[config.mk]
export PLATFORM = sky130hd
export DESIGN_NAME = fetch_unit
export DESIGN_NICKNAME = d
export VERILOG_FILES = /design/src/rtl/mips_pkg.sv /design/src/rtl/if_id_reg.sv /design/src/rtl/fetch_unit.sv
export SDC_FILE = /design/constraint.sdc
export NUM_CORES = 1
export LEC_CHECK = 0
export ABC_AREA = 1
export BUFFER_PORTS_ARGS = -buffer_cell sky130_fd_sc_hd__clkbuf_2
export CORE_MARGIN = 2
export CORE_UTILIZATION = 40
export CTS_CLUSTER_SIZE = 8
export DETAILED_ROUTE_END_ITERATION = 16
export GPL_ROUTABILITY_DRIVEN = 1
export PLACE_DENSITY = 0.73
export SYNTH_ARGS = -nofsm -noshare
export SYNTH_HDL_FRONTEND = slang
export SYNTH_SLANG_ARGS = --single-unit
export TNS_END_PERCENT = 1
[constraint.sdc]
create_clock -name clk -period 3.1 [get_ports clk]
set_input_delay 0.31 -clock clk [delete_from_list [all_inputs] [get_ports clk]]
set_output_delay 0.31 -clock clk [all_outputs]
set_load 0.02 [all_outputs]
[src/rtl/mips_pkg.sv]
// Shared definitions for the P5 pipelined MIPS core: reset/memory defaults,
// the canonical NOP encoding and the IF/ID pipeline register layout.
package mips_pkg;

   localparam logic [31:0] RESET_PC_DEFAULT = 32'h0000_3000;
   localparam int          IM_WORDS_DEFAULT = 1024;
   localparam logic [31:0] INSTR_NOP        = 32'h0000_0000;

   // One IF/ID pipeline register entry as seen by the decode stage.
   typedef struct packed {
      logic [31:0] instr;
      logic [31:0] pc;
      logic [31:0] pc8;
      logic        valid;
      logic        fetch_err;
   } if_id_t;

endpackage

[src/rtl/if_id_reg.sv]
// IF/ID pipeline register. Priority: reset > clear (bubble) > stall (hold) > load.
// A clear always wins over a stall so a squashed slot never lingers in decode.
module if_id_reg
   import mips_pkg::*;
(
   input  logic        clk,
   input  logic        srst,
   input  logic        stall,
   input  logic        clr,
   input  logic [31:0] pc_in,
   input  logic [31:0] instr_in,
   input  logic        fetch_err_in,
   output if_id_t      if_id
);

   if_id_t if_id_reg_q;
   if_id_t if_id_next;

   // Select the next IF/ID contents from clear / stall / load requests.
   always_comb begin
      if_id_next = if_id_reg_q;
      if (clr) begin
         if_id_next.instr     = INSTR_NOP;
         if_id_next.pc        = pc_in;
         if_id_next.pc8       = pc_in + 32'd8;
         if_id_next.valid     = 1'b0;
         if_id_next.fetch_err = 1'b0;
      end else if (!stall) begin
         if_id_next.instr     = instr_in;
         if_id_next.pc        = pc_in;
         if_id_next.pc8       = pc_in + 32'd8;
         if_id_next.valid     = 1'b1;
         if_id_next.fetch_err = fetch_err_in;
      end
   end

   // Register the entry; synchronous reset clears every field.
   always_ff @(posedge clk) begin
      if (srst) begin
         if_id_reg_q <= '0;
      end else begin
         if_id_reg_q <= if_id_next;
      end
   end

   assign if_id = if_id_reg_q;

endmodule

[src/rtl/fetch_unit.sv]
// Instruction-fetch stage: owns the PC, drives the instruction memory address
// and captures the returned word into the IF/ID register.
// Optional build macro FETCH_RANGE_CHECK_EN: when defined, fetches outside the
// instruction memory window [RESET_PC, RESET_PC + 4*IM_WORDS) become flagged
// NOPs; otherwise the fetched word passes through and fetch_err_d stays 0.
module fetch_unit
   import mips_pkg::*;
#(
   parameter logic [31:0] RESET_PC = RESET_PC_DEFAULT,
   parameter int          IM_WORDS = IM_WORDS_DEFAULT
)(
   input  logic        clk,
   input  logic        reset,
   input  logic        stall,
   input  logic        redirect,
   input  logic [31:0] redirect_pc,
   input  logic        clr_d,
   output logic [31:0] pc_f,
   input  logic [31:0] instr_f,
   output logic [31:0] instr_d,
   output logic [31:0] pc_d,
   output logic [31:0] pc8_d,
   output logic        valid_d,
   output logic        fetch_err_d
);

   // Window bounds carried at 33 bits so a window touching 2^32 cannot wrap.
   localparam logic [32:0] WINDOW_LO = {1'b0, RESET_PC};
   localparam logic [32:0] WINDOW_HI = WINDOW_LO + (33'(IM_WORDS) << 2);

   logic [31:0] pc_reg;
   logic [31:0] pc_next;
   logic [31:0] fetch_instr;
   logic        fetch_err;
   if_id_t      if_id;

   // Next-PC mux: a stall also swallows any redirect; the branch unit
   // reasserts it once the stall clears. Targets are forced word-aligned.
   always_comb begin
      pc_next = pc_reg + 32'd4;
      if (stall) begin
         pc_next = pc_reg;
      end else if (redirect) begin
         pc_next = {redirect_pc[31:2], 2'b00};
      end
   end

   // PC register with synchronous reset to the first fetch address.
   always_ff @(posedge clk) begin
      if (reset) begin
         pc_reg <= RESET_PC;
      end else begin
         pc_reg <= pc_next;
      end
   end

`ifdef FETCH_RANGE_CHECK_EN
   logic in_window;

   // Out-of-window fetches are turned into flagged NOPs.
   always_comb begin
      in_window   = ({1'b0, pc_reg} >= WINDOW_LO) && ({1'b0, pc_reg} < WINDOW_HI);
      fetch_instr = in_window ? instr_f : INSTR_NOP;
      fetch_err   = !in_window;
   end
`else
   logic unused_window_cfg;

   // Without range checking the fetched word is passed through untouched.
   always_comb begin
      fetch_instr = instr_f;
      fetch_err   = 1'b0;
   end

   assign unused_window_cfg = ^{WINDOW_LO, WINDOW_HI};
`endif

   logic unused_redirect_bits;
   assign unused_redirect_bits = ^redirect_pc[1:0];

   if_id_reg u_if_id_reg (
      .clk          (clk),
      .srst         (reset),
      .stall        (stall),
      .clr          (clr_d),
      .pc_in        (pc_reg),
      .instr_in     (fetch_instr),
      .fetch_err_in (fetch_err),
      .if_id        (if_id)
   );

   assign pc_f        = pc_reg;
   assign instr_d     = if_id.instr;
   assign pc_d        = if_id.pc;
   assign pc8_d       = if_id.pc8;
   assign valid_d     = if_id.valid;
   assign fetch_err_d = if_id.fetch_err;

endmodule

==> flow_summary.yaml <==
run_status:
  run_status: "completed"
placed_design:
  placedCellCount: 1211
  placement.io_buffers: 193
  finalWeightedCongestion: 0.934
  place_hpwl_um: 14100
pwr:
  seqPwrFrac: 0.406
  total_leakage_power_nw: 3.50
  switching_power_as_a_share_of_total_power: 0.275
  power.switching_mw: 1.20
  pwr-share-clk: 0.468
  combPwrFrac: 0.126
  internal-power_mw: 3.17
  power_density_nw_per_um2: 580
  ir_drop_mv: 0.421
  total_power_mw: 4.37
sta:
  finalClockSkew_ns: 0.00534
  max_slew.worst_pin.slew_ns: 0.878
  report.final.slew_viol_count: 0
  totalNegativeSetupSlack_ns: 0
  fmax_mhz: 485
  report.final.hold_viol_count: 0
  period_share: 0.665
  finalWorstPathRequiredPeriod_ns: 2.06
  max-slew-margin-rel: 0.414
  final_report_setup_violation_count: 0
  unrepaired_setup_endpoints_after_global_routing: "no"
yosys:
  syn-instance-count: 878
  cell_with_the_most_instances_after_synthesis: "sky130_fd_sc_hd__nand2_1"
  synth_enable_flop_cells: 0
  synth.area.top_cells: "sky130_fd_sc_hd__dfxtp_1, sky130_fd_sc_hd__nand2_1, sky130_fd_sc_hd__a21oi_1, sky130_fd_sc_hd__nand3_1, sky130_fd_sc_hd__o21ai_0"
  netlist_area_um2: 5900
  yosysTopAreaCell: "sky130_fd_sc_hd__dfxtp_1"
  synth-async-reset-ratio: 0
  postSynthRegisterBits: 123
  register_area_share_after_synthesis: 0.417
  synth_commonest_cells: "sky130_fd_sc_hd__nand2_1, sky130_fd_sc_hd__dfxtp_1, sky130_fd_sc_hd__a21oi_1, sky130_fd_sc_hd__nor2_1, sky130_fd_sc_hd__nand3_1"
  yosys.cell_types.count: 33
  ys_dominant_reg_cell: "sky130_fd_sc_hd__dfxtp_1"
  synth.top_cell.area_share: 0.417
  syn_area_per_cell_um2: 6.72
  yosysWarningCount: 0
setup_path:
  critical_path.endpoint_type: "register"
  startpoint_type: "register"
  worstPathMaxFanout: 6
  cp.required_ns: 3.45
  timing.critical_path.arrival_ns: 2.41
  crit_type: "reg2reg"
clock_tree:
  cts_tree: "built"
  cts_setup_buffers: 0
  tritoncts_num_sinks: 123
  resized_after_cts: 0
  max-clock-path-buffers: 2
  h-tree-depth: 4
  clockRootBuffer: "sky130_fd_sc_hd__clkbuf_16"
  clock_latency_ns: 0.42
  cts_made_buffers: 17
  clock_slew_at_reported_path_ffs_ns: 0.06
  post_cts_hold_buffer_count: 0
cells_and_area:
  insertedDiodeCount: 0
  stdcell_count: 1241
  share_of_cells_above_drive_strength_1: 0.249
  flow.area_growth_from_synthesis_pct: 27.7
  finish.net_count: 1117
  largest_register_ff_count: 93
global_route:
  grt_pass1_wl_um: 31300
  grt_pass1_vias: 6019
  global_route.overflow_total: 0
  grtUsageTotal: 0.249
  grt_antenna_before_repair: 0
  grt_start_max_net_pins: 66
detailed_routing:
  vias: 6480
  dr.first_iter.drc_count: 575
  drt_drc_violations_left: 0
  drt_pass1_iterations: 5
  routed_via_density: 5.22
  sum_of_routed_wire_length_over_all_layers_um: 19900
  drtAntennaViolNets: 0
  drt-wirelength-per-cell_um: 16.0
die:
  floorplan.die.width_um: 125
  core_region_area_um2: 14500
  floorplan.initialDensity: 0.407
  fp.dieH_um: 125
  num_rows: 44
  dieArea_um2: 15700
  pin_count: 199
hold_path:
  worstHoldPathType: "in2reg"
flow_run:
  drv_cap: 0
layer usage:
layer	vias up	global-route usage	part of all wire
met3	42	0.0787	0.10
met2	313	0.408	0.47
met1	2942	0.312	0.40
li1	3183	-	-
met4	0	0.0837	0.027
met5	-	0	0
worst paths after layout:
check	depth (start not counted)	from	endpoint	slack (ns)
setup reg to reg	9	pc_f[4]	pc_f[31]	1.04
hold / removal	3	instr_f[7]	u_if_id_reg.if_id[73]	0.11
setup / recovery	9	pc_f[4]	pc_f[31]	1.04
hold reg to reg	2	u_if_id_reg.if_id[97]	u_if_id_reg.if_id[97]	0.45
through the flow:
stage | worst slack (ns) | cell area [um2] | util | hold WS, ns
floorplan | 1.37 | 5910 | - | 0.455
global placement | 1.16 | 6930 | 0.478 | 0.443
detailed placement | 1.13 | 6930 | 0.478 | 0.450
CTS | 1.11 | 7530 | 0.520 | 0.107
global route | 0.865 | 7530 | 0.520 | 0.107
finish | 1.04 | 7530 | 0.520 | 0.114
cell families after synthesis:
logic type	after synthesis	share of synthesized area
and+or+nand+nor	427	0.313
AOI/OAI and AO/OA	191	0.168
buffers and inverters	129	0.0897
DFF	123	0.417
xor gates and xnor gates	5	0.00742
adders and majority gates	2	0.00424
other	1	0.000636
layout by cell type, fill, tap and decap left out, drive strengths merged, types with 4 or more instances in the layout:
cell	synthesis	layout
a31oi	7	7
nand3	76	76
xor2	4	4
clkbuf	37	213
nand2	239	239
a21oi	104	104
o21ai	73	73
buf	20	11
nor2	101	101
nor3	4	4
nand4	5	5
inv	69	70
clkinv	3	4
dfxtp	123	123
clkinvlp	0	5
power groups by stage:
| stage | clock network, mW | registers (mW) | logic [mW] |
|---|---|---|---|
| finish | 2.04 | 1.78 | 0.550 |
| global route | 2.16 | 1.78 | 0.605 |
| CTS | 2.07 | 1.77 | 0.550 |
| detailed placement | 0 | 1.80 | 0.546 |
| global placement | 0 | 1.80 | 0.541 |
| floorplan | 0 | 1.87 | 0.258 |
layout make-up:
type                       instances  area, um2
clock buffer                      20        467
inverter                          72        270
fill                            1481       6950
multi-input combinational        628       2910
sequential                       123       2460
tap                              184        230
timing repair buffer             204       1050
clock inverter                    10        141
worst max-delay path, stage by stage, from the launching register on:
cell,delay [ns]
sky130_fd_sc_hd__dfxtp_1,0.47
sky130_fd_sc_hd__ha_1,0.42
sky130_fd_sc_hd__nand2_1,0.17
sky130_fd_sc_hd__nor2_1,0.24
sky130_fd_sc_hd__nand3_1,0.19
sky130_fd_sc_hd__inv_1,0.15
sky130_fd_sc_hd__nand2_1,0.06
sky130_fd_sc_hd__nand2_1,0.06
sky130_fd_sc_hd__nand3_1,0.07
sky130_fd_sc_hd__a21oi_1,0.15
(Power assumes the default switching activity.)
